## config.mk

```make
export PLATFORM = sky130hd
export DESIGN_NAME = phy_rx_sync_ctrl
export DESIGN_NICKNAME = d
export VERILOG_FILES = /design/src/rtl/phy_rx_sync_ctrl.sv
export SDC_FILE = /design/constraint.sdc
export NUM_CORES = 1
export LEC_CHECK = 0
export CORE_MARGIN = 1
export CORE_UTILIZATION = 50
export CTS_CLUSTER_DIAMETER = 120
export DETAILED_ROUTE_END_ITERATION = 6
export HOLD_SLACK_MARGIN = 0.03
export PLACE_DENSITY = 0.73
export SLEW_MARGIN = 10
export SYNTH_ARGS = -nofsm -noshare
export SYNTH_HDL_FRONTEND = slang
export SYNTH_SLANG_ARGS = --single-unit
export TNS_END_PERCENT = 50
```

## constraint.sdc

```tcl
create_clock -name clk_32f -period 1.9 [get_ports clk_32f]
set_input_delay 0.57 -clock clk_32f [delete_from_list [all_inputs] [get_ports clk_32f]]
set_output_delay 0.57 -clock clk_32f [all_outputs]
set_load 0.01 [all_outputs]
```

## src/rtl/phy_rx_sync_ctrl.sv

```systemverilog
// phy_rx_sync_ctrl
// Receive-side byte alignment for the PHY serial link. Hunts for the COM
// symbol at any bit offset, confirms alignment over a run of consecutive
// aligned COMs, then forwards every non-COM byte with a one-cycle strobe.
// A run of stuck-at-0 / stuck-at-1 bytes drops the link back to hunting.
module phy_rx_sync_ctrl #(
  parameter logic [7:0] COM_SYMBOL = 8'hBC,
  parameter int         COM_NEEDED = 4,   // 1..7
  parameter int         LOSS_LIMIT = 4    // 1..15
) (
  input  logic       clk_32f,
  input  logic       reset,
  input  logic       in_from_rx,
  output logic       active,
  output logic [7:0] data_out,
  output logic       valid_out,
  output logic [2:0] com_cnt
);

  typedef enum logic [1:0] {
    HUNT    = 2'd0,
    SYNCING = 2'd1,
    ACTIVE  = 2'd2
  } state_t;

  localparam logic [2:0] COM_TGT  = 3'(COM_NEEDED);
  localparam logic [3:0] LOSS_TGT = 4'(LOSS_LIMIT);

  state_t      state, state_nxt;
  logic [7:0]  sr;
  logic [2:0]  bit_cnt, bit_cnt_nxt;
  logic [3:0]  loss_cnt, loss_cnt_nxt;
  logic [2:0]  com_cnt_nxt;
  logic        active_nxt;
  logic [7:0]  data_nxt;
  logic        valid_nxt;

  // Window includes the bit being sampled this edge, so a byte is judged on
  // the same edge its last bit arrives (no extra latency).
  logic [7:0]  w;
  logic        boundary;
  logic        is_com;
  logic        is_stuck;
  logic [2:0]  com_inc;
  logic [3:0]  loss_inc;

  assign w        = {sr[6:0], in_from_rx};
  assign boundary = (bit_cnt == 3'd7);
  assign is_com   = (w == COM_SYMBOL);
  assign is_stuck = (w == 8'h00) || (w == 8'hFF);
  assign com_inc  = com_cnt + 3'd1;
  assign loss_inc = loss_cnt + 4'd1;

  // Next-state and next-output decode; everything defaults to hold, except
  // the bit counter which free-runs and the strobe which self-clears.
  always_comb begin
    state_nxt    = state;
    bit_cnt_nxt  = bit_cnt + 3'd1;
    loss_cnt_nxt = loss_cnt;
    com_cnt_nxt  = com_cnt;
    active_nxt   = active;
    data_nxt     = data_out;
    valid_nxt    = 1'b0;

    case (state)
      HUNT: begin
        // Any bit offset is acceptable; a match re-phases the byte counter
        // so the next boundary lands eight edges later.
        if (is_com) begin
          bit_cnt_nxt = 3'd0;
          com_cnt_nxt = 3'd1;
          if (COM_NEEDED == 1) begin
            state_nxt  = ACTIVE;
            active_nxt = 1'b1;
          end else begin
            state_nxt  = SYNCING;
          end
        end
      end

      SYNCING: begin
        // Only aligned COMs count; a stray pattern off-boundary is ignored.
        if (boundary) begin
          if (is_com) begin
            com_cnt_nxt = com_inc;
            if (com_inc == COM_TGT) begin
              state_nxt  = ACTIVE;
              active_nxt = 1'b1;
            end
          end else begin
            state_nxt   = HUNT;
            com_cnt_nxt = 3'd0;
          end
        end
      end

      ACTIVE: begin
        if (boundary) begin
          if (is_com) begin
            // Idle symbol: swallowed, and it proves the line is not stuck.
            loss_cnt_nxt = 4'd0;
          end else if (is_stuck) begin
            if (loss_inc >= LOSS_TGT) begin
              // Line considered dead: the final stuck byte is not forwarded.
              state_nxt    = HUNT;
              active_nxt   = 1'b0;
              com_cnt_nxt  = 3'd0;
              loss_cnt_nxt = 4'd0;
            end else begin
              loss_cnt_nxt = loss_inc;
              data_nxt     = w;
              valid_nxt    = 1'b1;
            end
          end else begin
            loss_cnt_nxt = 4'd0;
            data_nxt     = w;
            valid_nxt    = 1'b1;
          end
        end
      end

      default: begin
        state_nxt = HUNT;
      end
    endcase
  end

  // FSM state register.
  always_ff @(posedge clk_32f) begin
    if (reset) state <= HUNT;
    else       state <= state_nxt;
  end

  // Datapath and output registers; reset wins over everything on its edge,
  // including the shift register so re-acquisition starts from a clean window.
  always_ff @(posedge clk_32f) begin
    if (reset) begin
      sr        <= 8'h00;
      bit_cnt   <= 3'd0;
      loss_cnt  <= 4'd0;
      com_cnt   <= 3'd0;
      active    <= 1'b0;
      data_out  <= 8'h00;
      valid_out <= 1'b0;
    end else begin
      sr        <= w;
      bit_cnt   <= bit_cnt_nxt;
      loss_cnt  <= loss_cnt_nxt;
      com_cnt   <= com_cnt_nxt;
      active    <= active_nxt;
      data_out  <= data_nxt;
      valid_out <= valid_nxt;
    end
  end

endmodule

```

Yosys cells after proc, flatten, opt, wreduce, memory -nomap -nowiden
Cells that the tools add are included.
{ "op_classes": {"reduce_logical": 11, "bitwise_logic": 3, "magnitude_cmp": 1, "addsub": 3, "muxes": 34, "eq_ne": 16} }
{ "ops": {"columns": ["op", "count"], "rows": [
  ["two-way mux 3 bit", 9],
  ["!= test 2 bit (second input constant)", 9],
  ["== test 8 bit (second input constant)", 2],
  ["two-way mux 2 bit", 8],
  ["two-way mux 8 bit", 2],
  ["AND reduction 7 bit", 2],
  ["two-way mux 4 bit", 3],
  ["two-way mux 1 bit", 9],
  ["case mux 3 bit (3 select lines)", 1],
  ["zero test 8 bit", 1],
  ["AND reduction 8 bit", 1],
  ["adder 3 x 1 -> 3 bit (second input constant)", 2],
  ["== test 3 bit (second input constant)", 2],
  ["case mux 2 bit (3 select lines)", 1],
  ["adder 4 x 1 -> 4 bit (second input constant)", 1],
  [">= comparator 4 x 3 -> 1 bit (second input constant)", 1],
  ["AND reduction 4 bit", 1],
  ["OR reduction 4 bit", 1],
  ["!= test 3 bit (second input constant)", 1],
  ["inverter 1 bit", 3],
  ["nonzero test 3 bit", 1],
  ["== test 2 x 1 -> 1 bit (second input constant)", 1],
  ["== test 2 bit (second input constant)", 1],
  ["zero test 2 bit", 1],
  ["other kinds (4)", 4]
]} }
{ "word_totals": {"ff_bits": 29, "wordCells": 76, "inputBits": 3} }

Logic depth before layout (Yosys ltp)
{ "depth": {"ltp_word": 7, "ltp_mapped": 8, "ltp_nobuf": 7} }

Least setup slack after synthesis
No wires, ideal clock.
{ "synth_path": {"path_kind": "input to register", "start": "input in_from_rx", "end": "register state[1]", "t_arrival_ns": 1.658, "path_stages": 6, "path_slack_ns": 0.121, "cell_sequence": "nor3_1 > and3_2 > inv_2 > a21oi_4 > o211ai_2 > mux2_4"} }
{ "synth_via": {"elab_chain_len": 4} }
{ "synth_rtl": {"columns": ["item", "line_no", "rtl"], "rows": [
  ["from (decl)", "13", "input logic in_from_rx,"],
  ["== test 8 bit (tied with other cells)", "49", "assign is_com = (w == COM_SYMBOL);"],
  ["two-way mux 2 bit / logical OR 1 bit (equally long branches)", "84, 50", null],
  ["two-way mux 2 bit / != test 2 bit (equally long branches)", null, null],
  ["case mux 2 bit (3 select lines) / AND reduction 7 bit (equally long branches)", null, null],
  ["to (signal assigned)", "131", "else state <= state_nxt;"],
  ["to (decl)", "29", "state_t state, state_nxt;"]
]} }
Several ways; a longest one is shown, not always the timed one. The select of a mux whose other input is x is not followed.
A chain may end at the register's enable or synchronous reset.

Worst setup path in the final report
{ "layout_path": {"start": "register com_cnt[1]", "end": "output com_cnt[1]"} }
{ "layout_lines": {"columns": ["item", "line_no", "rtl"], "rows": [
  ["from (decl)", "17", "output logic [2:0] com_cnt"],
  ["from (signal assigned)", "149", "com_cnt <= com_cnt_nxt;"]
]} }
No word-level cell between the ends.

==> impl_metrics.ini <==
[run_status]
status = completed

[timing]
grt_setup_unrepaired = false
setup_viol = 0
fin_crit_ps = 1810
clock.fmax_mhz = 552
period_share = 0.954
skew_ps = 12.2
slew_violations = 0
slew_headroom = 0.760
hold_ws_ps = 425
hold_viol = 0
tightestPinTransition_ps = 359

[critical_path]
r2r-end = state[1]$_SDFFE_PP0P_
arrival_ps = 1240
max_stage_delay_ps = 550
cp_top_family = buffers and inverters
worstSetupStartpointType = flip-flop
critPathKind = flip-flop to output pin
crit_buf_inv = 1
crit-reg2reg-launch = state[0]$_SDFFE_PP0P_
worstPathCellList = clkdlybuf4s50_1
setup.worst_path.end_class = output pin
crit_start = com_cnt[1]$_SDFFE_PP0P_
critPathMaxFanout = 4
crit_required_ps = 1330
reg2reg_depth = 7
reg2reg_setup_slack_ps = 110
slowest_stage = clkdlybuf4s50_1

[synthesis]
ys_warn_count = 0
synth_edf_count = 0
ys.flop_type = dfxtp_1
syn_inst = 133
syn_nets = 146
avgSynthCellArea_um2 = 9.79
synth-seq-cells = 29
async_flop_share = 0
synth_area_um2 = 1300
synth_cell_type_count = 35
ys_seq_area_frac = 0.446

[power]
peakVddDrop_mv = 0.583
p_per_area_nw_per_um2 = 708
total_power_mw = 1.18
p_leak_nw = 0.757

[die]
core_um2 = 2480
io_pins = 16
num_rows = 18
die_h_um = 53.0
initial_core_util = 0.526
die_area_um2 = 2810
die_w_um = 53.0

[grt]
grt_pass1_vias = 867
grt.overflow.total = 0
antenna_found_initial = 0
grt_first_pass_wirelength_um = 3790
grt_use_total = 0.193
grt_start_max_net_pins = 11

[clock_tree]
h-tree-depth = 2
cts_buffers = 5
clkTransAtPathRegs_ps = 80
clockBufferDepth = 2
cts-root-buf = clkbuf_4
cts_hold_buf = 0
clock_sinks = 29
clock_latency_ps = 320
cts_tree = yes

[flow_run]
timing.max_cap.violations = 0

[finish]
final_cell_mix = 28 x dfxtp_1, 17 x nor2_1, 14 x clkdlybuf4s50_1, 11 x mux2i_1, 10 x ha_1
nFillCells = 200
drive_above_1_share = 0.198
area_delta_synth_final_pct = 28.1
diodes = 0
final_core_util = 0.673
layout_commonest_cell = dfxtp_1
fin_nets = 174

[route]
post_drt_wl_per_cell_um = 12.1
dr_wl_met3_um = 58
ant_nets = 0
via_per_inst = 5.08
wl_met1_um = 1140
dr_total_vias = 975
wl_met2_um = 1090
dr.max_layer_used = met4
wirelength_um = 2320
drt_iter0_markers = 14
dr.pass1.iters = 4
drc = 0

[hold_path]
worstHoldStart = bit_cnt[0]$_SDFF_PP0_
holdPathStages = 1
worst_hold_path.endpoint = bit_cnt[0]$_SDFF_PP0_
holdCritPathClass = flip-flop to flip-flop

[placed_design]
dp_hpwl_um = 1750
io_buffers = 15
gp_congestion = 0.727
[power breakdown]
group          switching (mW)  internal (mW)
logic                  0.0203         0.0184
registers             0.00539          0.616
clock network           0.207          0.314
[worst max path at each step]
stage,to,slack [ps],depth (start not counted)
3_5_place_dp,state[1]$_SDFFE_PP0P_,-440,7
5_1_grt,com_cnt[1],8,1
6_report,com_cnt[1],90,1
2_1_floorplan,state[1]$_SDFFE_PP0P_,120,6
3_3_place_gp,state[1]$_SDFFE_PP0P_,-390,7
4_1_cts,state[1]$_SDFFE_PP0P_,20,7
[timing repair]
| action | in CTS | in global routing |
|---|---|---|
| endpoints found under the setup margin | 9 | 14 |
| resized for setup | 3 | 7 |
| hold endpoints to repair | 0 | 0 |
| cloned | 0 | 0 |
| pin swaps | 1 | 5 |
| buffers inserted | 0 | 0 |
[cell families after synthesis]
kind of cell             after synthesis  share of synthesized area
AND/OR/NAND/NOR                       56                      0.227
flip-flops                            29                      0.446
XOR/XNOR                               1                    0.00673
adder cells (fa/ha/maj)               10                     0.0961
multiplexers                          12                     0.0961
AO/OA/AOI/OAI                         15                     0.0970
buffers and inverters                 10                     0.0317
[cells in the mapped netlist, types with 2 or more instances]
cell type  count  area [µm²]
dfxtp_1       29         581
nor2_1        18        67.6
mux2i_1       11         110
ha_1          10         125
nand2_1        9        33.8
nor2b_1        8        50.1
inv_1          5        18.8
and2_1         4        25.0
nand2b_1       4        25.0
a21oi_1        3        15.0
and3_1         3        18.8
nand3_1        3        15.0
clkbuf_1       2        7.51
nor3b_1        2        15.0
o21ai_1        2        10.0
[metrics by stage]
stage / worst slack (ps) / cell area [µm²] / std cells / TNS (ps)
floorplan: 121 / 1300 / 133 / 0
global placement: -394 / 1550 / 184 / -5350
detailed placement: -443 / 1550 / 184 / -6190
CTS: 18.1 / 1650 / 192 / 0
global route: 7.69 / 1670 / 192 / 0
finish: 86.9 / 1670 / 192 / 0
[registers in the layout (all words and copies together) (netlist names)]
register	cells
data_out	8
valid_out	1
bit_cnt	3
state	2
sr	7
loss_cnt	4
com_cnt	3
active	1
[cell type report]
| cell class | count | area [µm²] | share of cell area |
|---|---|---|---|
| tap | 30 | 37.5 | 0.0225 |
| timing repair buffer | 25 | 231 | 0.139 |
| clock buffer | 7 | 55.1 | 0.0330 |
| multi-input combinational | 94 | 709 | 0.425 |
| sequential | 29 | 582 | 0.349 |
| inverter | 6 | 22.5 | 0.0135 |
| clock inverter | 1 | 30.0 | 0.0180 |
[per-layer routing]
layer | global-route usage | vias up
li1 | - | 507
met1 | 0.247 | 454
met2 | 0.289 | 9
met3 | 0.0517 | 5
met4 | 0.105 | 0
met5 | 0 | -
(Power assumes the default switching activity.)
